`src/rtl/thermal_pkg.sv`:
```
// Shared constants and helpers for the thermal window sampler slice.
package thermal_pkg;

   // Fabric clock the heaters run from.
   localparam int unsigned CLK_HZ = 12_000_000;

   // Default measurement window: 60 s of fabric clock.
   localparam int unsigned DEFAULT_WINDOW_CYCLES = 60 * CLK_HZ;

   // Width of a counter that has to reach cycles-1; never narrower than 1 bit.
   function automatic int wcnt_width(input int unsigned cycles);
      return (cycles <= 2) ? 1 : $clog2(cycles);
   endfunction

endpackage

```
`src/rtl/thermal_heater_channel.sv`:
```
// One heater channel: wide toggle register, registered tap of its MSB and a
// saturating activity counter. The parent sees the count including this
// edge's increment on total, and zeroes the live count through clear.
module thermal_heater_channel
   import thermal_pkg::*;
#(
   parameter int STAGES = 75,
   parameter int CNT_W  = 20
) (
   input  logic             clk,
   input  logic             reset,
   input  logic             heat_en,
   input  logic             clear,
   output logic [CNT_W-1:0] total
);

   logic [STAGES-1:0] toggle_p0;
   logic              tap_p1;
   logic [CNT_W-1:0]  live;

   // Increment by one unless already pinned at the all-ones ceiling.
   function automatic logic [CNT_W-1:0] sat_inc(input logic [CNT_W-1:0] v,
                                                 input logic            inc);
      if (inc && (v != '1)) return v + CNT_W'(1);
      return v;
   endfunction

   // Stage 0: the whole register inverts each enabled cycle, drops to zero when disabled.
   always_ff @(posedge clk or posedge reset) begin
      if (reset)        toggle_p0 <= '0;
      else if (heat_en) toggle_p0 <= ~toggle_p0;
      else              toggle_p0 <= '0;
   end

   // Stage 1: register the far end of the toggle register as the activity tap.
   always_ff @(posedge clk or posedge reset) begin
      if (reset) tap_p1 <= 1'b0;
      else       tap_p1 <= toggle_p0[STAGES-1];
   end

   assign total = sat_inc(live, tap_p1);

   // Live count accumulates the tap and is zeroed at window end or restart.
   always_ff @(posedge clk or posedge reset) begin
      if (reset)      live <= '0;
      else if (clear) live <= '0;
      else            live <= total;
   end

endmodule

```
`src/rtl/thermal_window_sampler.sv`:
```
// Multi-channel thermal activity sampler. Counts heater activity per channel
// over a fixed window and offers a snapshot of all counts on valid/ready,
// flagging a sticky overrun when an unaccepted snapshot is overwritten.
// Build macro THERMAL_DECODE_EN adds a threshold decoder on channel 0
// (rx_bit / rx_bit_valid, parameter THRESH).
module thermal_window_sampler
   import thermal_pkg::*;
#(
   parameter int          NUM_CH        = 4,
   parameter int          STAGES        = 75,
   parameter int          CNT_W         = 20,
   parameter int unsigned WINDOW_CYCLES = DEFAULT_WINDOW_CYCLES,
   parameter int          LED_CH        = 0
`ifdef THERMAL_DECODE_EN
   ,
   parameter int          THRESH        = 2**(CNT_W-1)
`endif
) (
   input  logic                    clk,
   input  logic                    reset,
   input  logic [NUM_CH-1:0]       heat_en,
   input  logic                    restart,
   output logic [NUM_CH*CNT_W-1:0] sample_data,
   output logic                    sample_valid,
   input  logic                    sample_ready,
   output logic                    overrun,
   output logic [7:0]              leds
`ifdef THERMAL_DECODE_EN
   ,
   output logic                    rx_bit,
   output logic                    rx_bit_valid
`endif
);

   localparam int                WCNT_W    = wcnt_width(WINDOW_CYCLES);
   localparam logic [WCNT_W-1:0] WCNT_LAST = WCNT_W'(WINDOW_CYCLES - 1);

   logic [WCNT_W-1:0]       wcnt;
   logic                    wrap;
   logic                    terminal;
   logic                    clear_live;
   logic [NUM_CH*CNT_W-1:0] totals;
   logic [NUM_CH*CNT_W-1:0] snap_next;
   logic                    valid_next;
   logic                    overrun_next;
   logic [7:0]              leds_next;

   // restart wins over a coincident window end: no snapshot is taken.
   assign wrap       = (wcnt == WCNT_LAST);
   assign terminal   = wrap && !restart;
   assign clear_live = wrap || restart;

   for (genvar i = 0; i < NUM_CH; i++) begin : g_ch
      thermal_heater_channel #(
         .STAGES (STAGES),
         .CNT_W  (CNT_W)
      ) u_ch (
         .clk     (clk),
         .reset   (reset),
         .heat_en (heat_en[i]),
         .clear   (clear_live),
         .total   (totals[i*CNT_W +: CNT_W])
      );
   end

   // Window position: counts 0..WINDOW_CYCLES-1, back to 0 on wrap or restart.
   always_ff @(posedge clk or posedge reset) begin
      if (reset)           wcnt <= '0;
      else if (clear_live) wcnt <= '0;
      else                 wcnt <= wcnt + WCNT_W'(1);
   end

   // Snapshot, handshake and overrun next state; leds track the post-edge snapshot.
   always_comb begin
      snap_next    = sample_data;
      valid_next   = sample_valid;
      overrun_next = overrun;
      if (terminal) begin
         snap_next  = totals;
         valid_next = 1'b1;
         if (sample_valid && !sample_ready) overrun_next = 1'b1;
      end else if (sample_valid && sample_ready) begin
         valid_next = 1'b0;
      end
      leds_next = valid_next ? 8'(snap_next[LED_CH*CNT_W +: CNT_W]) : 8'h00;
   end

   // Output registers for the snapshot interface and the LED mirror.
   always_ff @(posedge clk or posedge reset) begin
      if (reset) begin
         sample_data  <= '0;
         sample_valid <= 1'b0;
         overrun      <= 1'b0;
         leds         <= 8'h00;
      end else begin
         sample_data  <= snap_next;
         sample_valid <= valid_next;
         overrun      <= overrun_next;
         leds         <= leds_next;
      end
   end

`ifdef THERMAL_DECODE_EN
   localparam int              TW       = CNT_W + 1;
   localparam logic [CNT_W:0]  THRESH_V = TW'(THRESH);

   // Channel 0 threshold decode, refreshed and pulsed with every snapshot load.
   always_ff @(posedge clk or posedge reset) begin
      if (reset) begin
         rx_bit       <= 1'b0;
         rx_bit_valid <= 1'b0;
      end else begin
         rx_bit_valid <= terminal;
         if (terminal) rx_bit <= ({1'b0, totals[CNT_W-1:0]} >= THRESH_V);
      end
   end
`endif

endmodule
```
`config.mk`:
```
export PLATFORM = sky130hd
export DESIGN_NAME = thermal_window_sampler
export DESIGN_NICKNAME = d
export VERILOG_FILES = /design/src/rtl/thermal_pkg.sv /design/src/rtl/thermal_heater_channel.sv /design/src/rtl/thermal_window_sampler.sv
export SDC_FILE = /design/constraint.sdc
export NUM_CORES = 1
export LEC_CHECK = 0
export CORE_UTILIZATION = 51
export DETAILED_ROUTE_END_ITERATION = 6
export HOLD_SLACK_MARGIN = 0.02
export PLACE_DENSITY = 0.85
export SLEW_MARGIN = 20
export SYNTH_ARGS = -nofsm -noshare
export SYNTH_HDL_FRONTEND = slang
export SYNTH_SLANG_ARGS = --single-unit
```
`constraint.sdc`:
```
create_clock -name clk -period 7.95 [get_ports clk]
set_clock_uncertainty 0.15 [all_clocks]
set_input_delay 1.9875 -clock clk [delete_from_list [all_inputs] [get_ports clk]]
set_output_delay 1.9875 -clock clk [all_outputs]
set_load 0.005 [all_outputs]
```
* Word-level counts from Yosys, hierarchy flattened
Index checks and enable logic that the tools add are counted.
** Storage, ports and cells
- Input port bits :: 8
- Memories :: 0
- Logic and storage cells :: 68
- Memory bits (writable) :: 0
- Flip-flop bits (word level) :: 504
- Bits in read-only memories :: 0
- Output and inout port bits :: 90
- Bits in latches :: 0
** Operators by class
- Magnitude comparators :: 0
- Div/mod/pow operators :: 0
- Mux-type cells :: 25
- $add $sub $neg :: 5
- Bitwise logic cells :: 4
- Shift operators :: 0
- Equal/unequal tests :: 5
- Reductions and logical operators :: 11
- $mul :: 0
** Operators with widths (count)
- $mux W75 :: 4
- $not A75 Y75 :: 4
- $mux W20 :: 12
- $add A20 B1 Y20 const B :: 4
- $ne A20 B20 Y1 const B :: 4
- $add A30 B1 Y30 const B :: 1
- $eq A30 B30 Y1 const B :: 1
- $mux W30 :: 1
- $mux W8 :: 2
- $logic_and A1 B1 Y1 :: 7
- $mux W1 :: 6
- $logic_not A1 Y1 :: 2
- $reduce_and A2 Y1 :: 1
- $logic_or A1 B1 Y1 :: 1

* Depth between registers and ports, before layout
- Word-level depth :: 6
- Mapped depth :: 9

* Modules after synthesis
From an unflattened synthesis, not the netlist that was laid out.
** Second synthesis, totals
- Cells, all modules :: 974
- Area total of the unflattened synthesis :: 10583.9 um^2
** Modules (own cells, without submodules)
- thermal_window_sampler :: instances 1, area an instance 5008.6 um^2, cells an instance 386, seq. area each 3002.9 um^2
- thermal_heater_channel at g_ch[1].u_ch ... :: instances 3, area an instance 1392.6 um^2, cells an instance 147, seq. area each 550.5 um^2
- thermal_heater_channel at g_ch[0].u_ch :: instances 1, area an instance 1397.6 um^2, cells an instance 147, seq. area each 550.5 um^2

* Worst setup path before layout
OpenSTA, ideal clock, no wires.
- Path type :: input to register
- Start point :: in restart
- End point :: reg leds[0]
- Cell stages on the path :: 6
- Required time :: 7.669 ns
- Arrival time :: 3.039 ns
- Setup time :: 0.131 ns
- Path slack :: 4.630 ns
- Cell sequence :: or4_1 > buf_2 > buf_6 > buf_6 > nand3_1 > o21ai_1
** Between the ends
- Cells in the longest elaborated chain, start to end :: 4
- Elaborated cells between the ends (all ways) :: 5
- Classes of those cells :: mux: 3; reduce/logical: 2
** RTL lines
- start: declaration :: RTL line thermal_window_sampler.sv:22 : input logic restart,
- $logic_not A1 Y1 (*) :: RTL line thermal_window_sampler.sv:50 : assign terminal = wrap && !restart;
- $logic_and A1 B1 Y1 (*) :: RTL line thermal_window_sampler.sv:50
- $mux W8 / $mux W1 (equally long branches) :: RTL line thermal_window_sampler.sv:78 : if (terminal) begin
- $mux W8 (*) :: RTL line thermal_window_sampler.sv:85 : leds_next = valid_next ? 8'(snap_next[LED_CH*CNT_W +: CNT_W]) : 8'h00;
- named net leds_next[0] :: RTL line thermal_window_sampler.sv:46 : logic [7:0] leds_next;
- end signal: assignment :: RTL line thermal_window_sampler.sv:99 : leds <= leds_next;
- end: declaration :: RTL line thermal_window_sampler.sv:27 : output logic [7:0] leds
The timed path passes the listed nets; every way through them passes the cells marked *.
A chain may end at the register's enable or synchronous reset.

* Final worst setup path
- Start point :: in restart
- End point :: reg sample_data[47]
** Between the ends
- Cells in the longest elaborated chain, start to end :: 2
** RTL lines
- $logic_not A1 Y1 :: RTL line thermal_window_sampler.sv:50
- $logic_and A1 B1 Y1 :: RTL line thermal_window_sampler.sv:50
- end signal: assignment :: RTL line thermal_window_sampler.sv:96 : sample_data <= snap_next;
- end: declaration :: RTL line thermal_window_sampler.sv:23 : output logic [NUM_CH*CNT_W-1:0] sample_data,
No other way between the ends.

==> impl_metrics.toml <==
[hold_path]
holdCritPathClass = "flop to flop"
min_from = "g_ch[1].u_ch.toggle_p0[74]$_DFF_PP0_"

[worst_setup_path]
r2r_slack_ns = 4.83
arrival_ns = 4.11
startpoint = "restart"
required_ns = 8.13
critical_path_class = "input pin to flop"
critPathMaxFanout = 116
r2r_start = "wcnt[26]$_DFF_PP0_"
crit_path_end_kind = "flop"
critPathLaunchType = "input pin"

[clocking]
cts_resized = 0
clk_latency_ns = 0.51
htree_levels = 1
clk_pin_slew_ns = 0.06
numClockSinks = 208
cts_made_buffers = 23
clock_path_buffers = 3
cts_tree = "done"
hold_buffers = 0
clock_tree.root_cell = "clkbuf_16"
cts_setup_buffers = 0

[final_layout]
seqCellArea_um2 = 5200
fillerInstances = 1458
drive_gt1_share_pct = 7.00
antenna_cells = 0
area_delta_synth_final_pct = 20.5
multi_input_area_um2 = 3860
finish.net_count = 1025

[die]
coreArea_um2 = 18000
rows = 49
die_h_um = 137
start_util_pct = 51.9
dieArea_um2 = 18800
io_pins = 98
die_w_um = 137

[sta]
setup_violations = 0
max_freq_ghz = 0.254
hold_violations = 0
relSlewSlack_pct = 30.4
tightest_slew_ns = 1.04
tns_ns = 0
fin_ws_ns = 4.02
slew_violations = 0
holdWs_ns = 0.229
rsz0062_at_grt = "false"
min_period_ns = 3.93
fin_crit_sh_pct = 49.5

[place]
pre_cts_ws_ns = 3.55
port_buffers = 97
place.gp.congestion = 0.867
dp_hpwl_um = 13000

[run_status]
outcome = "finished clean"

[route]
wl_per_cell_um = 15.7
drt_iter0_drc = 449
ant_nets = 0
dr.pass1.iters = 5
postRouteWirelength_um = 19800
drc = 0
via_per_inst = 5.60
dr_total_vias = 7048

[yosys]
ys_seq_area_share_pct = 55.8
yosysTopAreaCell = "dfrtp_1"
ys_async_sr_fraction_pct = 100
synth_ff_type = "dfrtp_1"
syn_inst = 929
synth.net_count = 942
synth_area_um2 = 9330
ys_top_cells_by_area = "dfrtp_1 56%, nor2_1 5.8%, xor2_1 5.6%"
syn_area_per_cell_um2 = 10.0
synthTopCellsByCount = "208 x dfrtp_1, 143 x nor2_1, 96 x nand2_1"
ys_types = 52
synth_most_common_cell = "dfrtp_1"
synth_top_area_share_pct = 55.8
synth-edff-count = 0
ys_warn_count = 0
synth_seq_cells = 208

[power]
seq_power_share_pct = 46.8
p_clk_share_pct = 48.6
internal_power_mw = 1.85
power.leakage_nw = 4.90
p_sw_share_pct = 22.0
comb_power_share_pct = 4.7
power.density_nw_per_um2 = 211
ir_drop_mv = 0.154
p_sw_mw = 0.521

[global_route]
grt_max_degree = 141
antenna_found_initial = 0
grt_usage_pct = 21.6
grt_pass1_vias = 6626
grt_first_pass_wirelength_um = 32600
gr-total-overflow = 0

[run]
cap_violations = 0
cell usage in the layout, fill, tap and decap left out, drive strengths merged, types with 18 or more instances in the layout:
| cell type | instances |
|---|---|
| a21oi | 20 |
| and3 | 18 |
| clkbuf | 24 |
| clkdlybuf4s50 | 97 |
| dfrtp | 208 |
| nand2 | 96 |
| nand3 | 53 |
| nand4 | 48 |
| nor2 | 143 |
| o21ai | 88 |
| xnor2 | 18 |
| xor2 | 60 |
power by group through the flow:
| stage | clock [mW] | sequential, mW | combinational, mW |
|---|---|---|---|
| after floorplan | 0 | 1.12 | 0.0527 |
| after global placement | 0 | 1.13 | 0.108 |
| after detailed placement | 0 | 1.13 | 0.112 |
| after CTS | 1.17 | 1.11 | 0.113 |
| after global routing | 1.21 | 1.11 | 0.126 |
| final | 1.15 | 1.11 | 0.111 |
cell families after synthesis:
kind of cell    synth area share [%]
xor+xnor                        7.32
fa+ha+maj                      0.671
mux                             1.39
simple gates                    22.5
buf+inv                         3.09
compound gates                  9.20
flops                           55.8
sequential cells by signal, indices dropped and copies added (netlist names):
name / flops
overrun: 1
sample_valid: 1
leds: 8
sample_data: 80
g_ch.u_ch.live: 80
g_ch.u_ch.tap_p1: 4
g_ch.u_ch.toggle_p0: 4
wcnt: 30
layout make-up:
cell class / instances / area share (%)
clock inverter: 18 / 2.18
sequential: 208 / 46.3
tap: 229 / 2.55
inverter: 10 / 0.401
timing repair buffer: 102 / 9.00
multi-input combinational: 667 / 34.3
clock buffer: 24 / 5.24
final timing paths:
| check | end | cells after the start |
|---|---|---|
| min in group asynchronous | sample_data[26]$_DFFE_PP0N_ | 2 |
| setup reg to reg | g_ch[1].u_ch.live[14]$_DFF_PP0_ | 5 |
| max in group asynchronous | leds[3]$_DFF_PP0_ | 3 |
| hold / removal | g_ch[1].u_ch.tap_p1$_DFF_PP0_ | 0 |
| setup / recovery | sample_data[47]$_DFFE_PP0N_ | 5 |
| hold reg to reg | g_ch[1].u_ch.tap_p1$_DFF_PP0_ | 0 |
critical path, stage by stage:
cell	delay, ns
clkdlybuf4s50_1	0.50
or4_4	0.74
buf_4	0.47
nand2_1	0.21
o21ai_0	0.12
metal layers:
metal  up-vias  part of all wire, %  GRT usage (%)
li1       3413                    -              -
met1      3438                   45           30.0
met2       169                   48           35.5
met3        28                  4.9           3.24
met4         0                  1.6           5.74
met5         -                    0              0
through the flow:
| stage | power (mW) | cell area (um2) | util [%] | std cells |
|---|---|---|---|---|
| floorplan | 1.18 | 9330 | - | 929 |
| detailed placement | 1.24 | 10400 | 57.9 | 1215 |
| global route | 2.45 | 11200 | 62.6 | 1258 |
| CTS | 2.39 | 11200 | 62.5 | 1257 |
| global placement | 1.23 | 10400 | 57.9 | 1215 |
| finish | 2.37 | 11200 | 62.6 | 1258 |
Power figures use the tool's default switching activity.
